**config.mk**
```make
export PLATFORM = sky130hd
export DESIGN_NAME = tspp_prefetch_fetch_stage
export DESIGN_NICKNAME = d
export VERILOG_FILES = /design/src/rtl/tspp_prefetch_pkg.sv /design/src/rtl/tspp_prefetch_fifo.sv /design/src/rtl/tspp_prefetch_fetch_stage.sv
export SDC_FILE = /design/constraint.sdc
export NUM_CORES = 1
export LEC_CHECK = 0
export ABC_AREA = 1
export CAP_MARGIN = 5
export CELL_PAD_IN_SITES_DETAIL_PLACEMENT = 0
export CELL_PAD_IN_SITES_GLOBAL_PLACEMENT = 1
export CORE_MARGIN = 2
export CORE_UTILIZATION = 38
export CTS_CLUSTER_DIAMETER = 40
export DETAILED_ROUTE_END_ITERATION = 16
export PLACE_DENSITY_LB_ADDON = 0.1
export SLEW_MARGIN = 30
export SYNTH_ARGS = -nofsm -noshare
export SYNTH_HDL_FRONTEND = slang
export SYNTH_SLANG_ARGS = --single-unit
```
**constraint.sdc**
```tcl
create_clock -name CLK -period 2.1 [get_ports CLK]
set_clock_uncertainty 0.05 [all_clocks]
set_input_delay 0.525 -clock CLK [delete_from_list [all_inputs] [get_ports CLK]]
set_output_delay 0.525 -clock CLK [all_outputs]
set_load 0.005 [all_outputs]
```
**src/rtl/tspp_prefetch_pkg.sv**
```systemverilog
// Shared types for the prefetching fetch stage: FIFO entry layout and fetch FSM states.
package tspp_prefetch_pkg;

   typedef struct packed {
      logic [31:0] instr;
      logic [31:0] pc;
      logic [31:0] pc4;
   } fetch_entry_t;

   typedef enum logic {
      FETCH   = 1'b0,
      DISCARD = 1'b1
   } fetch_state_t;

   localparam logic [31:0] WORD_ALIGN_MASK = 32'h0000_0003;

endpackage

```
**src/rtl/tspp_prefetch_fifo.sv**
```systemverilog
// Power-of-two FIFO with registered storage; flush dominates push/pop in the same cycle.
module tspp_prefetch_fifo #(
   parameter int  DEPTH = 4,
   parameter type T     = logic [31:0]
) (
   input  logic                       clk_i,
   input  logic                       rst_ni,
   input  logic                       push_i,
   input  logic                       pop_i,
   input  logic                       flush_i,
   input  T                           push_data_i,
   output T                           head_o,
   output logic                       valid_o,
   output logic [$clog2(DEPTH+1)-1:0] count_o
);
   localparam int PW = $clog2(DEPTH);
   localparam int CW = $clog2(DEPTH+1);

   T               mem_q [DEPTH];
   logic [PW-1:0]  wr_q, rd_q;
   logic [CW-1:0]  cnt_q;

   always_ff @(posedge clk_i or negedge rst_ni) begin
      if (!rst_ni) begin
         for (int i = 0; i < DEPTH; i++) mem_q[i] <= '0;
         wr_q  <= '0;
         rd_q  <= '0;
         cnt_q <= '0;
      end else if (flush_i) begin
         wr_q  <= '0;
         rd_q  <= '0;
         cnt_q <= '0;
      end else begin
         if (push_i) begin
            mem_q[wr_q] <= push_data_i;
            wr_q        <= wr_q + PW'(1);
         end
         if (pop_i) rd_q <= rd_q + PW'(1);
         cnt_q <= cnt_q + CW'(push_i) - CW'(pop_i);
      end
   end

   assign head_o  = mem_q[rd_q];
   assign valid_o = (cnt_q != '0);
   assign count_o = cnt_q;

endmodule

```
**src/rtl/tspp_prefetch_fetch_stage.sv**
```systemverilog
// Fetch stage: issues sequential word reads ahead of demand into a prefetch FIFO;
// redirects flush the FIFO and any in-flight read is completed and thrown away.
module tspp_prefetch_fetch_stage
   import tspp_prefetch_pkg::*;
#(
   parameter logic [31:0] RESET_PC  = 32'h8000_0000,
   parameter int          DEPTH     = 4,
   parameter bit          BYTE_SWAP = 1'b0
) (
   input  logic                       CLK,
   input  logic                       nRST,
   input  logic                       redirect_i,
   input  logic [31:0]                redirect_pc_i,
   input  logic                       out_ready_i,
   output logic                       out_valid_o,
   output logic [31:0]                out_instr_o,
   output logic [31:0]                out_pc_o,
   output logic [31:0]                out_pc4_o,
   output logic [31:0]                bus_addr_o,
   output logic                       bus_ren_o,
   output logic                       bus_wen_o,
   output logic [3:0]                 bus_byte_en_o,
   input  logic                       bus_busy_i,
   input  logic [31:0]                bus_rdata_i,
   output logic                       mal_insn_o,
   output logic [31:0]                badaddr_o,
   output logic [$clog2(DEPTH+1)-1:0] occupancy_o
);
   localparam int            CW      = $clog2(DEPTH+1);
   localparam logic [CW-1:0] DEPTH_C = CW'(DEPTH);

   fetch_state_t  state_q, state_d;
   logic [31:0]   fetch_pc_q, fetch_pc_d;
   logic [31:0]   addr_q;
   logic          pend_q, run_q;
   logic          mal, done, push, pop;
   logic [31:0]   rdata_sw;
   logic [CW-1:0] count;
   fetch_entry_t  push_data, head;

   generate
      if (BYTE_SWAP) begin : g_swap
         assign rdata_sw = {bus_rdata_i[7:0], bus_rdata_i[15:8],
                            bus_rdata_i[23:16], bus_rdata_i[31:24]};
      end else begin : g_noswap
         assign rdata_sw = bus_rdata_i;
      end
   endgenerate

   assign mal = |(fetch_pc_q & WORD_ALIGN_MASK);

   // An accepted-but-busy read keeps ren and its address until it completes,
   // regardless of state, redirects or FIFO space.
   assign bus_ren_o     = pend_q | (run_q && state_q == FETCH && !mal && count < DEPTH_C);
   assign bus_addr_o    = pend_q ? addr_q : fetch_pc_q;
   assign bus_wen_o     = 1'b0;
   assign bus_byte_en_o = 4'b1111;
   assign done          = bus_ren_o & ~bus_busy_i;

   assign mal_insn_o  = mal;
   assign badaddr_o   = mal ? fetch_pc_q : 32'h0;
   assign occupancy_o = count;

   assign push_data = '{instr: rdata_sw, pc: fetch_pc_q, pc4: fetch_pc_q + 32'd4};
   assign pop       = out_valid_o & out_ready_i & ~redirect_i;

   always_comb begin
      state_d    = state_q;
      fetch_pc_d = fetch_pc_q;
      push       = 1'b0;
      case (state_q)
         FETCH: begin
            if (done && !redirect_i) begin
               push       = 1'b1;
               fetch_pc_d = fetch_pc_q + 32'd4;
            end
         end
         DISCARD: if (done) state_d = FETCH;
         default: state_d = FETCH;
      endcase
      if (redirect_i) begin
         fetch_pc_d = redirect_pc_i;
         state_d    = (bus_ren_o && bus_busy_i) ? DISCARD : FETCH;
      end
   end

   always_ff @(posedge CLK or negedge nRST) begin
      if (!nRST) begin
         state_q    <= FETCH;
         fetch_pc_q <= RESET_PC;
         addr_q     <= 32'h0;
         pend_q     <= 1'b0;
         run_q      <= 1'b0;
      end else begin
         state_q    <= state_d;
         fetch_pc_q <= fetch_pc_d;
         addr_q     <= bus_addr_o;
         pend_q     <= bus_ren_o & bus_busy_i;
         run_q      <= 1'b1;
      end
   end

   tspp_prefetch_fifo #(
      .DEPTH (DEPTH),
      .T     (fetch_entry_t)
   ) u_fifo (
      .clk_i       (CLK),
      .rst_ni      (nRST),
      .push_i      (push),
      .pop_i       (pop),
      .flush_i     (redirect_i),
      .push_data_i (push_data),
      .head_o      (head),
      .valid_o     (out_valid_o),
      .count_o     (count)
   );

   assign out_instr_o = head.instr;
   assign out_pc_o    = head.pc;
   assign out_pc4_o   = head.pc4;

endmodule

```
Yosys cells after proc, flatten, opt, wreduce, memory -nomap -nowiden
Index checks and enable logic that the tools add are counted.
{"block": "word_totals", "mem_bits_ro": 0, "word_cells": 77, "latch_bits": 0, "ram_bits": 0, "n_memories": 0, "register_bits": 458}
{"block": "classes", "multipliers": 0, "bitwise": 10, "n_reduce_logical": 15, "shift": 0, "mux": 22, "n_addsub": 5, "n_lt_le_gt_ge": 4, "n_div": 0, "eq_ne": 1}
{"operator": "$bwmux W384", "count": 1}
{"operator": "$mux W96", "count": 3}
{"operator": "$bmux W96 S2", "count": 1}
{"operator": "$demux W96 S2", "count": 1}
{"operator": "$mux W32", "count": 5}
{"operator": "$add A32 B3 Y32 const B", "count": 1}
{"operator": "$mux W2", "count": 4}
{"operator": "$ge A3 B3 Y1 const B", "count": 2}
{"operator": "$logic_and A1 B1 Y1", "count": 6}
{"operator": "$mux W1", "count": 6}
{"operator": "$not A2 Y3", "count": 2}
{"operator": "$reduce_bool A2 Y1", "count": 3}
{"operator": "$add A2 B1 Y2 const B", "count": 2}
{"operator": "$and A1 B1 Y1", "count": 4}
{"operator": "$reduce_and A2 Y1", "count": 2}
{"operator": "$add A3 B1 Y3", "count": 1}
{"operator": "$lt A3 B1 Y1 const B", "count": 1}
{"operator": "$lt A3 B3 Y1 const B", "count": 1}
{"operator": "$mux W3", "count": 1}
{"operator": "$not A1 Y1", "count": 3}
{"operator": "$reduce_bool A3 Y1", "count": 1}
{"operator": "$sub A3 B1 Y3", "count": 1}
{"operator": "$logic_not A1 Y1", "count": 2}
{"operator": "$ne A2 B2 Y1 const B", "count": 1}
{"operator": "other kinds (2)", "count": 2}

Depth between registers and ports, before layout
{"block": "logic_depth", "word_depth": 12, "mapped_depth": 11, "mapped_depth_nobuf": 11}

Modules after synthesis
A second synthesis with hierarchy kept.
{"block": "unflattened", "cells_unflattened": 2691, "hier_area_um2": 21566.9}
{"mod": "tspp_prefetch_fifo", "seq_area_each_um2": 9784.4, "n_inst": 1, "cells_each": 2118, "area_per_inst_um2": 17638.2}
{"mod": "tspp_prefetch_fetch_stage", "seq_area_each_um2": 1677.9, "n_inst": 1, "cells_each": 573, "area_per_inst_um2": 3928.8}

Worst setup path after synthesis
Ideal clock, no wire load.
{"block": "synth_path", "path_type": "input port to flip-flop", "startpoint": "in redirect_i", "endpoint": "reg u_fifo.cnt_q[2] (netlist: u_fifo.count_o[2])", "arrival_ns": 2.162, "slack_ns": -0.236, "path_stages": 10, "path_buffers": 2, "cell_sequence": "clkbuf_1 -> clkbuf_1 -> nor2_1 -> ha_1 -> inv_1 -> ha_1 -> inv_1 -> fa_1 -> o21ai_0 -> a21oi_1"}
{"block": "synth_between", "elab_chain_cells": 7}
{"element": "start: declaration", "line_no": "tspp_prefetch_fetch_stage.sv:12", "rtl": "input logic redirect_i,"}
{"element": "$logic_not A1 Y1", "line_no": "tspp_prefetch_fetch_stage.sv:73", "rtl": "if (done && !redirect_i) begin"}
{"element": "$logic_and A1 B1 Y1", "line_no": "tspp_prefetch_fetch_stage.sv:73"}
{"element": "$mux W1", "line_no": "tspp_prefetch_fetch_stage.sv:73"}
{"element": "$mux W1", "line_no": "tspp_prefetch_fetch_stage.sv:71", "rtl": "case (state_q)"}
{"element": "$add A3 B1 Y3", "line_no": "tspp_prefetch_fifo.sv:39", "rtl": "cnt_q <= cnt_q + CW'(push_i) - CW'(pop_i);"}
{"element": "$sub A3 B1 Y3", "line_no": "tspp_prefetch_fifo.sv:39"}
{"element": "$mux W3 *", "line_no": "tspp_prefetch_fifo.sv:29", "rtl": "end else if (flush_i) begin"}
{"element": "end signal: assignment", "line_no": "tspp_prefetch_fifo.sv:39"}
{"element": "end: declaration", "line_no": "tspp_prefetch_fifo.sv:21", "rtl": "logic [CW-1:0] cnt_q;"}
Every way passes the cells marked *; elsewhere a longest branch is shown, timed or not.
A chain may end at the register's enable or synchronous reset.

Final worst setup path
{"block": "layout_path", "startpoint": "reg u_fifo.rd_q[0]", "endpoint": "out out_instr_o[0]"}
{"block": "layout_between", "elab_chain_cells": 4}
{"element": "start: declaration", "line_no": "tspp_prefetch_fifo.sv:20", "rtl": "logic [PW-1:0] wr_q, rd_q;"}
{"element": "start signal: assignment", "line_no": "tspp_prefetch_fifo.sv:38", "rtl": "if (pop_i) rd_q <= rd_q + PW'(1);"}
{"element": "$not A2 Y3 (not written as such)", "line_no": "tspp_prefetch_fifo.sv:43", "rtl": "assign head_o = mem_q[rd_q];"}
{"element": "$bmux W96 S2", "line_no": "tspp_prefetch_fifo.sv:43"}
{"element": "$mux W96 (not written as such) (2 in a row)", "line_no": "tspp_prefetch_fifo.sv:43"}
{"element": "end: declaration", "line_no": "tspp_prefetch_fetch_stage.sv:16", "rtl": "output logic [31:0] out_instr_o,"}
No other way between the ends. The select of a mux whose other input is x is not followed.

==> out/metrics.csv <==
metric;value;unit
post_drt_via_cell_ratio;5.01;
most-common-layout-cells;1321 x sky130_fd_sc_hd__nand2_1, 444 x sky130_fd_sc_hd__dfrtp_1, 225 x sky130_fd_sc_hd__nor2_1;
share_of_final_layout_standard_cells_stronger_than_drive_strength_1;20.8;%
synth-seq-cells;450;
timing.critical_path.from;u_fifo.rd_q[0];
ff2ff_path_depth;11;
worst_ep_required_time;1520;ps
max_cap_viol_count;0;
firstDrtPassIters;7;
fmaxAchievable;0.368;GHz
cts.path.max_buffers;3;
ys_types;27;
reg2reg_to;u_fifo.count_o[2];
violations;setup timing;
antenna_found_initial;3;
antenna_violating_nets_post_route;0;
outcome;finished, violations left;
hold_class;in -> reg;
number_of_cells_on_the_worst_hold_path;3;
worst-r2r-setup-slack;-60;ps
hold_slack;215;ps
internal_power;0.0253;W
via_count;20100;
cellLeakagePower;15.9;nW
area_delta_synth_final;43.2;%
setup_viol;171;
gr-total-overflow;0;
finalWorstSetupSlack;-621;ps
die-height;240;µm
grt_first_pass_wirelength;117;mm
timing.final.hold_violations;0;
setup.worst_path.end_class;output port;
power-per-cell-area;1240;nW/µm²
cts_root_buffer;sky130_fd_sc_hd__clkbuf_16;
timing.hold.worst.start;redirect_i;
final_cells;4007;
design.die.area;57500;µm²
vdd_drop_max;0.667;mV
portBuffers;234;
timing.setup.critical_path_class;reg -> out;
layout.nets;3265;
core;55100;µm²
worstMarginPinSlew;770;ps
gr-usage-all-layers;26.6;%
ioPinCount;240;
avgSynthCellArea;7.57;µm²
post-route-drc-count;0;
grt_max_degree;78;
cts_tree;yes;
synth_area_leaders;sky130_fd_sc_hd__dfrtp_1 53%, sky130_fd_sc_hd__nand2_1 24%, sky130_fd_sc_hd__o21ai_0 5.4%;
post-dp-hpwl;49.6;mm
preCtsSetupSlack;-343;ps
setup_repair_after_global_routing_missed_its_margin;true;
post_synth_instance_area;21100;µm²
drc_violation_total_after_the_first_tritonroute_iteration;1521;
initial_core_util;38.4;%
reported_net_switching_power;0.0122;W
cts_buffers;86;
finalWirelength;78.9;mm
holdPathEnd;u_fifo.count_o[1];
sw_frac_of_total;32.6;%
worstReg2RegStart;fetch_pc_q[1];
critical_path_arrival;2150;ps
gp_congestion;0.839;
post-route-min-period;2720;ps
combinationalPowerShare;32.9;%
die_width;240;µm
post-route-period-util;130;%
finalInstanceArea;30300;µm²
yosysTopAreaCellShare;53.2;%
clock_insertion_delay_worst_skew;620;ps
synth-warning-count;0;
cts.sinks;450;
synth_sequential_area_ratio;53.3;%
synth.largest_area_cell;sky130_fd_sc_hd__dfrtp_1;
num_rows;86;
avgRoutedWirePerCell;19.7;µm
layout_commonest_cell;sky130_fd_sc_hd__nand2_1;
power.clock.fraction;37.9;%
dpl.cell_count;3783;
synthCells;2792;
clkTransAtPathRegs;50;ps
first_global_vias;19700;
cts_max_level;3;
finalMaxSlewViolations;0;
sequentialPowerShare;29.2;%
timing.slew.headroom;48.5;%
crit_fanout;29;
critical_path.startpoint_type;flip-flop;
postPlaceCellArea;25900;µm²
what timing repair did:
action / 4_1_cts / 5_1_grt
buffers inserted: 9 / 38
cloned: 2 / 20
hold endpoints to repair: 21 / 0
setup endpoints to repair: 171 / 237
pin swaps: 12 / 75
resized for setup: 202 / 519
hold buffers: 1 / 0
stage by stage:
| stage | util [%] | total power [W] | setup TNS (ps) |
|---|---|---|---|
| 2_1_floorplan | - | 0.0155 | -32.1 |
| 3_3_place_gp | 47.1 | 0.0222 | -60390 |
| 3_5_place_dp | 47.1 | 0.0223 | -74060 |
| 4_1_cts | 53.0 | 0.0367 | -99470 |
| 5_1_grt | 54.9 | 0.0395 | -86190 |
| 6_report | 54.9 | 0.0375 | -68100 |
state kept, by name, summed over array words and instances (netlist names):
| register | cells |
|---|---|
| u_fifo.mem_q | 376 |
| addr_q | 32 |
| fetch_pc_q | 32 |
| u_fifo.count_o | 3 |
| u_fifo.rd_q | 2 |
| u_fifo.wr_q | 2 |
| pend_q | 1 |
| run_q | 1 |
| state_q | 1 |
power by group through the flow:
stage / logic [W] / clock network (W) / registers (W)
after floorplan: 0.00474 / 0 / 0.0108
after global placement: 0.0113 / 0 / 0.0110
after detailed placement: 0.0113 / 0 / 0.0110
after CTS: 0.0113 / 0.0144 / 0.0109
after global routing: 0.0134 / 0.0149 / 0.0111
final: 0.0123 / 0.0142 / 0.0110
area by class of cell:
cell class,count,area [µm²]
Timing Repair Buffer,503,5370
Fill cell,5202,24800
Clock inverter,56,677
Inverter,99,393
Timing Repair inverter,1,16.3
Multi-Input combinational cell,2047,9270
Antenna cell,1,2.50
Sequential cell,450,11300
Clock buffer,102,2320
Tap cell,748,936
critical path, stage by stage, from the launching register on:
cell and delay, ps:
sky130_fd_sc_hd__dfrtp_4 560, sky130_fd_sc_hd__buf_12 180, sky130_fd_sc_hd__buf_12 170, sky130_fd_sc_hd__o21ai_0 220
sky130_fd_sc_hd__o22ai_1 120, sky130_fd_sc_hd__dlygate4sd2_1 280
logic make-up (layout without fill, tap and decap cells):
family	count (synthesis)	in the layout	synth area share, %
AO/OA/AOI/OAI	370	370	9.64
XOR/XNOR	10	10	0.414
adder cells (fa/ha/maj)	8	8	0.509
buffers and inverters	299	761	6.15
flip-flops	450	450	53.3
other	2	7	0.0355
AND/OR/NAND/NOR	1653	1653	30.0
worst max-delay path by stage:
stage / endpoint / slack [ps]
finish: out_instr_o[0] / -620
global route: out_instr_o[0] / -670
CTS: out_instr_o[21] / -900
detailed placement: u_fifo.count_o[2] / -340
global placement: u_fifo.count_o[2] / -400
floorplan: u_fifo.count_o[2] / -30
cell usage after synthesis:
cell,instances
sky130_fd_sc_hd__nor2_1,251
sky130_fd_sc_hd__nand2_2,1
sky130_fd_sc_hd__conb_1,2
sky130_fd_sc_hd__a21oi_1,25
sky130_fd_sc_hd__dfrtp_1,449
sky130_fd_sc_hd__nor2_4,2
sky130_fd_sc_hd__dfstp_2,1
sky130_fd_sc_hd__buf_1,8
sky130_fd_sc_hd__clkinv_1,1
sky130_fd_sc_hd__nand2_1,1327
sky130_fd_sc_hd__inv_2,1
sky130_fd_sc_hd__o21bai_1,30
sky130_fd_sc_hd__nand3_1,64
sky130_fd_sc_hd__nor3_1,1
sky130_fd_sc_hd__buf_2,43
sky130_fd_sc_hd__nand3_2,1
sky130_fd_sc_hd__nand4_2,1
sky130_fd_sc_hd__fa_1,1
sky130_fd_sc_hd__and2_1,1
sky130_fd_sc_hd__clkbuf_1,116
sky130_fd_sc_hd__buf_4,33
sky130_fd_sc_hd__nor2_2,4
sky130_fd_sc_hd__ha_1,7
sky130_fd_sc_hd__o22ai_1,88
sky130_fd_sc_hd__o21ai_0,227
sky130_fd_sc_hd__inv_1,97
sky130_fd_sc_hd__xor2_1,10
routing by layer:
layer  GRT usage (%)  vias to the layer above  share of wire, %
met5               0                        -             0.034
met3            5.42                      142               6.0
met4            10.2                        4               3.4
met2            41.7                      637                46
li1                -                     9538                 -
met1            36.1                     9772                45
Power figures use the tool's default switching activity.
